**src/rtl/risc_v_mike_uart_boot_loader.sv**
```systemverilog
// risc_v_mike_uart_boot_loader: UART program loader that fills instruction memory and holds the core in reset until done
// Ports: clk, rst (sync, active-high); rx (async UART in, idle high);
//   imem_we/imem_waddr/imem_wdata (instruction memory write port, one cycle per word);
//   core_hold (1 = core in reset); done (sticky load complete); frame_err (sticky stop-bit/checksum error).
// Image format: 16-bit little-endian word count, then count little-endian words.
// Optional macro UART_BOOT_CHECKSUM_EN: a trailing XOR-of-data-bytes checksum byte is required before done.
module risc_v_mike_uart_boot_loader #(
  parameter int CLKS_PER_BIT = 868,
  parameter int DATA_WIDTH   = 32,
  parameter int ADDR_WIDTH   = 10,
  parameter int START_ADDR   = 2
) (
  input  logic                  clk,
  input  logic                  rst,
  input  logic                  rx,
  output logic                  imem_we,
  output logic [ADDR_WIDTH-1:0] imem_waddr,
  output logic [DATA_WIDTH-1:0] imem_wdata,
  output logic                  core_hold,
  output logic                  done,
  output logic                  frame_err
);
  localparam int NB = DATA_WIDTH / 8;
  localparam int CW = $clog2(CLKS_PER_BIT + 1);
  typedef enum logic [1:0] {R_IDLE, R_START, R_DATA, R_STOP} rx_t;
  typedef enum logic [2:0] {L_LEN_LO, L_LEN_HI, L_DATA, L_WRITE, L_DONE, L_ERROR, L_CSUM} ld_t;
`ifdef UART_BOOT_CHECKSUM_EN
  localparam ld_t FIN = L_CSUM;
`else
  localparam ld_t FIN = L_DONE;
`endif
  logic [2:0]            rx_sync_q, rx_sync_d;
  rx_t                   rx_st_q, rx_st_d;
  logic [CW-1:0]         clk_cnt_q, clk_cnt_d;
  logic [2:0]            bit_cnt_q, bit_cnt_d;
  logic [7:0]            shift_q, shift_d;
  logic                  byte_valid_q, byte_valid_d;
  logic                  stop_err_q, stop_err_d;
  ld_t                   ld_st_q, ld_st_d;
  logic [15:0]           cnt_q, cnt_d;
  logic [ADDR_WIDTH-1:0] addr_q, addr_d;
  logic [DATA_WIDTH-1:0] word_q, word_d;
  logic [7:0]            byte_cnt_q, byte_cnt_d;
  logic                  err_q, err_d;
`ifdef UART_BOOT_CHECKSUM_EN
  logic [7:0]            csum_q, csum_d;
`endif
  logic rxs, fall, tick;
  assign rxs  = rx_sync_q[1];
  assign fall = rx_sync_q[2] & ~rx_sync_q[1];
  assign tick = clk_cnt_q == CW'(CLKS_PER_BIT - 1);
  always_comb begin
    rx_sync_d    = {rx_sync_q[1:0], rx};
    rx_st_d      = rx_st_q;
    clk_cnt_d    = clk_cnt_q + 1'b1;
    bit_cnt_d    = bit_cnt_q;
    shift_d      = shift_q;
    byte_valid_d = 1'b0;
    stop_err_d   = 1'b0;
    case (rx_st_q)
      R_IDLE: begin
        clk_cnt_d = '0;
        rx_st_d   = fall ? R_START : R_IDLE;
      end
      R_START: if (clk_cnt_q == CW'(CLKS_PER_BIT / 2 - 1)) begin
        rx_st_d   = rxs ? R_IDLE : R_DATA;
        clk_cnt_d = '0;
        bit_cnt_d = '0;
      end
      R_DATA: if (tick) begin
        clk_cnt_d = '0;
        shift_d   = {rxs, shift_q[7:1]};
        bit_cnt_d = bit_cnt_q + 1'b1;
        rx_st_d   = bit_cnt_q == 3'd7 ? R_STOP : R_DATA;
      end
      default: if (tick) begin
        clk_cnt_d    = '0;
        byte_valid_d = rxs;
        stop_err_d   = ~rxs;
        rx_st_d      = R_IDLE;
      end
    endcase
  end
  always_comb begin
    ld_st_d    = ld_st_q;
    cnt_d      = cnt_q;
    addr_d     = addr_q;
    word_d     = word_q;
    byte_cnt_d = byte_cnt_q;
    err_d      = err_q;
`ifdef UART_BOOT_CHECKSUM_EN
    csum_d     = csum_q;
`endif
    if (stop_err_q && ld_st_q != L_DONE && ld_st_q != L_ERROR) begin
      err_d   = 1'b1;
      ld_st_d = L_ERROR;
    end else if (ld_st_q == L_WRITE) begin
      cnt_d   = cnt_q - 16'd1;
      addr_d  = addr_q + 1'b1;
      ld_st_d = cnt_q == 16'd1 ? FIN : L_DATA;
    end else if (byte_valid_q) begin
      case (ld_st_q)
        L_LEN_LO: begin
          cnt_d   = {8'h00, shift_q};
          ld_st_d = L_LEN_HI;
        end
        L_LEN_HI: begin
          cnt_d   = {shift_q, cnt_q[7:0]};
          ld_st_d = {shift_q, cnt_q[7:0]} == 16'd0 ? FIN : L_DATA;
        end
        L_DATA: begin
          word_d     = {shift_q, word_q[DATA_WIDTH-1:8]};
          byte_cnt_d = byte_cnt_q == 8'(NB - 1) ? 8'd0 : byte_cnt_q + 8'd1;
          ld_st_d    = byte_cnt_q == 8'(NB - 1) ? L_WRITE : L_DATA;
`ifdef UART_BOOT_CHECKSUM_EN
          csum_d     = csum_q ^ shift_q;
`endif
        end
`ifdef UART_BOOT_CHECKSUM_EN
        L_CSUM: begin
          err_d   = shift_q != csum_q;
          ld_st_d = shift_q == csum_q ? L_DONE : L_ERROR;
        end
`endif
        default: ;
      endcase
    end
  end
  always_ff @(posedge clk) begin
    if (rst) begin
      rx_sync_q    <= 3'b111;
      rx_st_q      <= R_IDLE;
      clk_cnt_q    <= '0;
      bit_cnt_q    <= '0;
      shift_q      <= '0;
      byte_valid_q <= 1'b0;
      stop_err_q   <= 1'b0;
      ld_st_q      <= L_LEN_LO;
      cnt_q        <= '0;
      addr_q       <= ADDR_WIDTH'(START_ADDR);
      word_q       <= '0;
      byte_cnt_q   <= '0;
      err_q        <= 1'b0;
`ifdef UART_BOOT_CHECKSUM_EN
      csum_q       <= '0;
`endif
    end else begin
      rx_sync_q    <= rx_sync_d;
      rx_st_q      <= rx_st_d;
      clk_cnt_q    <= clk_cnt_d;
      bit_cnt_q    <= bit_cnt_d;
      shift_q      <= shift_d;
      byte_valid_q <= byte_valid_d;
      stop_err_q   <= stop_err_d;
      ld_st_q      <= ld_st_d;
      cnt_q        <= cnt_d;
      addr_q       <= addr_d;
      word_q       <= word_d;
      byte_cnt_q   <= byte_cnt_d;
      err_q        <= err_d;
`ifdef UART_BOOT_CHECKSUM_EN
      csum_q       <= csum_d;
`endif
    end
  end
  assign imem_we    = ld_st_q == L_WRITE;
  assign imem_waddr = addr_q;
  assign imem_wdata = word_q;
  assign core_hold  = ld_st_q != L_DONE;
  assign done       = ld_st_q == L_DONE;
  assign frame_err  = err_q;
endmodule
```
**config.mk**
```make
export PLATFORM = sky130hd
export DESIGN_NAME = risc_v_mike_uart_boot_loader
export DESIGN_NICKNAME = d
export VERILOG_FILES = /design/src/rtl/risc_v_mike_uart_boot_loader.sv
export SDC_FILE = /design/constraint.sdc
export NUM_CORES = 1
export LEC_CHECK = 0
export BUFFER_PORTS_ARGS = -buffer_cell sky130_fd_sc_hd__buf_2
export CAP_MARGIN = 25
export CORE_UTILIZATION = 63
export DETAILED_ROUTE_END_ITERATION = 12
export PLACE_DENSITY = 0.83
export SLEW_MARGIN = 25
export SYNTH_ARGS = -nofsm -noshare
export SYNTH_HDL_FRONTEND = slang
export SYNTH_SLANG_ARGS = --single-unit
```
**constraint.sdc**
```tcl
create_clock -name clk -period 3.5 [get_ports clk]
set_input_delay 0.35 -clock clk [delete_from_list [all_inputs] [get_ports clk]]
set_output_delay 0.35 -clock clk [all_outputs]
set_load 0.02 [all_outputs]
```
==> flow_metrics.env, run 1 <==
export IMPL_place_ws_ps=1212
export IMPL_cp_required_ps=3150
export IMPL_grt_pass1_vias=3599
export IMPL_internal_power_w=0.001479
export IMPL_clockRootBuffer="clkbuf_8"
export IMPL_power_density_mw_per_mm2=386.6
export IMPL_critPathCaptureType="primary output"
export IMPL_viasPerCell=5.996
export IMPL_grt_pass1_wl_mm=17.08
export IMPL_comb_power_share=0.013
export IMPL_place_gp_congestion=0.9152
export IMPL_drv_cap=0
export IMPL_die_w_um=86.13
export IMPL_cp_arrival_ps=2310
export IMPL_cts_tree="done"
export IMPL_drt_total_wl_mm=10.44
export IMPL_drive_gt1_frac=0.1536
export IMPL_diodes=0
export IMPL_tns_ps=0
export IMPL_synth_main_ff_cell="dfxtp_1"
export IMPL_die_h_um=86.13
export IMPL_path_clk_slew_ps=100
export IMPL_syn_area_per_cell_um2=8.351
export IMPL_critical_path_class="register to primary output"
export IMPL_fillers=586
export IMPL_setup_ws_ps=840.1
export IMPL_register_area_mm2=0.001962
export IMPL_startpoint_type="register"
export IMPL_synth_edf_count=0
export IMPL_hpwl_mm=7.062
export IMPL_track_usage=0.2930
export IMPL_drc=0
export IMPL_core_area_mm2=0.006832
export IMPL_cts_buffers=9
export IMPL_ys_seq_area_frac=0.4400
export IMPL_htreeDepth=3
export IMPL_setup_violations=0
export IMPL_min_path_type="input port to register"
export IMPL_cts_sinks=98
export IMPL_dr_pass1_iters=6
export IMPL_p_sw_w=0.0004269
export IMPL_path_max_fanout=19
export IMPL_vias=4011
export IMPL_drt_initial_drc_count=323
export IMPL_tightest_slew_ps=972.6
export IMPL_overflow=0
export IMPL_areaGrowthSynthToFinish_pct=10.55
export IMPL_status="completed"
export IMPL_ios=49
export IMPL_ctsResizeCount=0
export IMPL_rsz0062_at_grt="no"
export IMPL_ir_drop_mv=0.2451
export IMPL_maxSlewViolCount=0
export IMPL_synth_area_mm2=0.004459
export IMPL_clock_latency_ps=360
export IMPL_clock_fmax_mhz=376.0
export IMPL_synth_distinct_cells=65
export IMPL_clock_path_buffers=2
export IMPL_die_area_mm2=0.007418
export IMPL_p_seq_frac=0.587
export IMPL_antenna_found_initial=0
export IMPL_num_rows=30
export IMPL_syn_nets=545
export IMPL_yosysWarnings=0
export IMPL_post_cts_buffers=0
export IMPL_fin_crit_sh=0.7600
export IMPL_p_leak_nw=1.757
export IMPL_multi_input_area_mm2=0.002308
export IMPL_port_buffers=48
export IMPL_nets=579
export IMPL_hold_viol=0
export IMPL_netlist_instances=534
export IMPL_antenna_left=0
export IMPL_p_clk_frac=0.399
export IMPL_ctsHoldBuffers=0
export IMPL_fin_crit_ps=2660
export IMPL_clock_skew_final_ps=11.49
export IMPL_relSlewSlack=0.3456
export IMPL_wl_per_cell_um=15.61
export IMPL_initial_core_util=0.6527
export IMPL_yosys_register_bits=98
export IMPL_grt_max_degree=81
export IMPL_switching_share=0.2240
export IMPL_postSynth_asyncResetShare=0
==> final cells by class <==
class	count	share of cell area
clock buffer	10	0.02792
tap	96	0.02437
multi-input combinational	391	0.4683
timing repair buffer	52	0.05482
sequential	98	0.3980
inverter	16	0.01218
clock inverter	6	0.01447
==> metal layers <==
metal | share of wire | global-route usage | wire length, um | vias up
li1 | - | - | - | 1958
met1 | 0.45 | 0.3907 | 4666 | 1891
met2 | 0.47 | 0.4589 | 4876 | 133
met3 | 0.058 | 0.04524 | 601 | 29
met4 | 0.028 | 0.1545 | 297 | 0
met5 | 0 | 0 | 0 | -
==> per-stage QoR <==
stage | power, W | instances | area (um^2) | hold WS (ps) | util
final | 0.001906 | 669 | 4930 | 163.8 | 0.7216
after global routing | 0.001967 | 669 | 4930 | 161.8 | 0.7216
after CTS | 0.001918 | 669 | 4930 | 159.6 | 0.7216
after global placement | 0.001169 | 653 | 4721 | 391.5 | 0.6910
after floorplan | 0.001163 | 534 | 4459 | 389.5 | -
after detailed placement | 0.001170 | 653 | 4721 | 413.5 | 0.6910
==> final timing paths <==
check	start	endpoint	slack, ps	depth (start not counted)
worst max-delay path	ld_st_q[1]	imem_we	840	3
worst min-delay path	rx	rx_sync_q[0]	160	2
worst max register to register	ld_st_q[1]	ld_st_q[1]	1110	4
worst min register to register	rx_sync_q[0]	rx_sync_q[1]	430	1
==> cell usage after synthesis, types with 2 or more instances <==
cell type	number	area share
ha_1	8	0.022
o311ai_0	2	0.0039
and3_1	4	0.0056
nor3_1	11	0.012
clkbuf_1	18	0.015
mux2i_1	12	0.027
a221oi_1	2	0.0039
a2111oi_0	2	0.0039
nand4_1	8	0.011
xor2_1	8	0.016
inv_1	15	0.013
nor4b_1	2	0.0039
o21ai_0	21	0.024
o21ai_1	2	0.0022
nor2b_1	6	0.0084
or4_1	4	0.0067
a21boi_0	2	0.0034
nor4_2	3	0.0084
a31oi_1	7	0.0098
nor3b_2	3	0.0084
o31ai_1	3	0.0051
a21oi_1	53	0.059
nor2_1	46	0.039
nand4bb_1	2	0.0051
xnor2_1	10	0.020
nand3_1	11	0.012
a32oi_1	2	0.0039
nor4_1	10	0.014
buf_2	9	0.010
a22o_1	3	0.0059
nor3b_1	3	0.0051
a211oi_1	5	0.0084
a32o_1	4	0.0090
dfxtp_1	98	0.44
o22ai_1	3	0.0042
or3_1	6	0.0084
nand2b_1	2	0.0028
or2_2	4	0.0056
or4_4	2	0.0051
nand2_1	93	0.078
==> cell families (layout without fill, tap and decap cells) <==
| kind of cell | Yosys count | after routing | synth area share |
|---|---|---|---|
| adder cells (fa/ha/maj) | 8 | 8 | 0.02245 |
| flip-flops | 98 | 98 | 0.4400 |
| multiplexers | 13 | 13 | 0.02946 |
| XOR/XNOR | 18 | 18 | 0.03535 |
| AND/OR/NAND/NOR | 231 | 231 | 0.2652 |
| buffers and inverters | 45 | 84 | 0.04236 |
| AO/OA/AOI/OAI | 121 | 121 | 0.1653 |
==> worst max-delay path: stages, from the launching register on <==
cell and delay [ps]:
dfxtp_1 690, nand3b_1 520, inv_1 480, buf_2 240
==> cells in the final DEF, fill, tap and decap left out, types with 5 or more instances in the layout <==
| cell | count |
|---|---|
| xnor2_1 | 10 |
| nand4_1 | 8 |
| or3_1 | 6 |
| nor4_1 | 10 |
| nand3_1 | 11 |
| a31oi_1 | 7 |
| a211oi_1 | 5 |
| o21ai_0 | 21 |
| ha_1 | 8 |
| dfxtp_1 | 98 |
| xor2_1 | 8 |
| nor3_1 | 11 |
| a21oi_1 | 53 |
| nand2_1 | 93 |
| buf_2 | 48 |
| clkbuf_8 | 10 |
| nor2_1 | 46 |
| inv_1 | 15 |
| nor2b_1 | 6 |
| mux2i_1 | 12 |
==> state kept, by name (all words and copies together) (netlist names), 2 cells and up <==
signal	count
ld_st_q	3
imem_wdata	32
clk_cnt_q	10
rx_st_q	2
rx_sync_q	3
bit_cnt_q	3
imem_waddr	10
shift_q	8
byte_cnt_q	8
cnt_q	16
==> power groups by stage <==
stage	Sequential (W)	Combinational, W	Clock, W
floorplan	0.00114	0.0000192	0
global placement	0.00114	0.0000245	0
detailed placement	0.00115	0.0000248	0
CTS	0.00112	0.0000250	0.000774
global route	0.00112	0.0000274	0.000819
finish	0.00112	0.0000253	0.000761
Power figures use the tool's default switching activity.
==> run 2: changes to the inputs <==
--- a/config.mk
+++ b/config.mk
@@ -7,9 +7,9 @@
 export LEC_CHECK = 0
 export BUFFER_PORTS_ARGS = -buffer_cell sky130_fd_sc_hd__buf_2
 export CAP_MARGIN = 25
-export CORE_UTILIZATION = 63
+export CORE_UTILIZATION = 53
 export DETAILED_ROUTE_END_ITERATION = 12
-export PLACE_DENSITY = 0.83
+export PLACE_DENSITY = 0.74
 export SLEW_MARGIN = 25
 export SYNTH_ARGS = -nofsm -noshare
 export SYNTH_HDL_FRONTEND = slang
==> constraint.sdc (replaced) <==
create_clock -name clk -period 2.42 [get_ports clk]
set_input_delay 0.242 -clock clk [delete_from_list [all_inputs] [get_ports clk]]
set_output_delay 0.242 -clock clk [all_outputs]
set_load 0.02 [all_outputs]
==> run 2 against run 1 <==
Non-clock buffer count grew 7; die area is 18% higher; critical path depth did not move; clock skew fell by 3.3 ps; first-iteration DRC count down 27%; largest power group unchanged.
==> flow_metrics.env, run 2 (synthesis results as in run 1) <==
export IMPL_post_route_util=0.6097
export IMPL_final_common_cell="dfxtp_1"
export IMPL_post_cts_buffers=0
export IMPL_crit_chain="nand3b_1, inv_1, buf_2"
export IMPL_setup_ws_ps=320.0
export IMPL_die_area_mm2=0.008784
export IMPL_cts_tree="done"
export IMPL_antenna_found_initial=0
export IMPL_rsz0062_at_grt="no"
export IMPL_min_path_type="input port to register"
export IMPL_tns_ps=0
export IMPL_fin_crit_ps=2100
export IMPL_max_stage_delay_ps=730
export IMPL_wl_per_cell_um=14.14
export IMPL_drive_gt1_frac=0.1623
export IMPL_register_area_mm2=0.001962
export IMPL_ir_drop_mv=0.3480
export IMPL_startpoint_type="register"
export IMPL_ctsResizeCount=0
export IMPL_drv_cap=0
export IMPL_overflow=0
export IMPL_hold_viol=0
export IMPL_p_leak_nw=1.789
export IMPL_track_usage=0.2339
export IMPL_ctsHoldBuffers=0
export IMPL_initial_core_util=0.5455
export IMPL_vias=3926
export IMPL_drt_initial_drc_count=235
export IMPL_grt_pass1_wl_mm=16.51
export IMPL_ios=49
export IMPL_layout_common_cells="dfxtp_1 (98), nand2_1 (93), a21oi_1 (53)"
export IMPL_power_density_mw_per_mm2=545.6
export IMPL_worstHoldPathCells=2
export IMPL_clock_skew_final_ps=8.176
export IMPL_areaGrowthSynthToFinish_pct=11.78
export IMPL_place_gp_congestion=0.9988
export IMPL_die_h_um=93.73
export IMPL_port_buffers=48
export IMPL_fillers=763
export IMPL_num_rows=33
export IMPL_antenna_left=0
export IMPL_multi_input_area_mm2=0.002308
export IMPL_htreeDepth=3
export IMPL_drc=0
export IMPL_hpwl_mm=6.833
export IMPL_viasPerCell=5.740
export IMPL_diodes=0
export IMPL_tightest_slew_ps=629.4
export IMPL_grt_pass1_vias=3546
export IMPL_status="completed"
export IMPL_clockRootBuffer="clkbuf_8"
export IMPL_largest_register_ffs=32
export IMPL_path_clk_slew_ps=90
export IMPL_cp_required_ps=2180
export IMPL_cts_sinks=98
export IMPL_die_w_um=93.73
export IMPL_dr_pass1_iters=4
export IMPL_grt_max_degree=36
export IMPL_startpoint="ld_st_q[1]"
export IMPL_relSlewSlack=0.5776
export IMPL_cts_buffers=9
export IMPL_setup_violations=0
export IMPL_cp_arrival_ps=1860
export IMPL_clock_fmax_mhz=476.2
export IMPL_worstHoldStart="rx"
export IMPL_place_ws_ps=513.4
export IMPL_worstRegToRegCells=4
export IMPL_critPathCaptureType="primary output"
export IMPL_fin_crit_sh=0.8678
export IMPL_clock_latency_ps=350
export IMPL_core_area_mm2=0.008175
export IMPL_crit_slowest_cell="dfxtp_1"
export IMPL_maxSlewViolCount=0
export IMPL_drt_total_wl_mm=9.671
export IMPL_p_total_w=0.002720
export IMPL_path_max_fanout=19
export IMPL_critical_path_class="register to primary output"
export IMPL_clock_path_buffers=2
export IMPL_r2r_start="ld_st_q[1]"
export IMPL_nets=586
run 2: changes by cell type in the layout (fill, tap and decap cells not counted), sizes merged:
cell | previous run | this run
buf | 52 | 59
clkinv | 1 | 2
clkinvlp | 2 | 1
inv | 18 | 17
run 2: path summary, 6_finish.rpt:
kind,to,slack [ps]
setup / recovery,imem_we,320
hold / removal,rx_sync_q[0],70
setup reg to reg,ld_st_q[1],440
hold reg to reg,rx_sync_q[1],420
run 2: cell type report:
class | instances | share of cell area
clock inverter | 5 | 0.01255
multi-input combinational | 391 | 0.4631
sequential | 98 | 0.3936
tap | 105 | 0.02636
clock buffer | 10 | 0.02761
timing repair buffer | 59 | 0.06476
inverter | 16 | 0.01205
run 2: worst max-delay path, delay by kind of cell (launching register included):
family	cells	cell delay, ps
flops	1	730
buf+inv	2	590
simple gates	1	180
run 2: routing by layer:
metal / wire [um] / global-route usage / up-vias
met4: 192 / 0.1000 / 0
met2: 4507 / 0.3680 / 105
met5: 0 / 0 / -
li1: - / - / 1976
met1: 4577 / 0.3185 / 1825
met3: 393 / 0.03479 / 20
run 2: through the flow:
step,instance area (um^2),instances,hold WS [ps]
2_1_floorplan,4459,534,345.8
3_3_place_gp,4785,669,395.0
3_5_place_dp,4785,669,398.0
4_1_cts,4985,684,62.42
5_1_grt,4985,684,60.64
6_report,4985,684,69.53
run 2: power by group:
| group | switching [W] | internal [W] |
|---|---|---|
| registers | 0.00000328 | 0.00161 |
| logic | 0.0000297 | 0.0000105 |
| clock network | 0.000552 | 0.000510 |
| total | 0.000585 | 0.00213 |
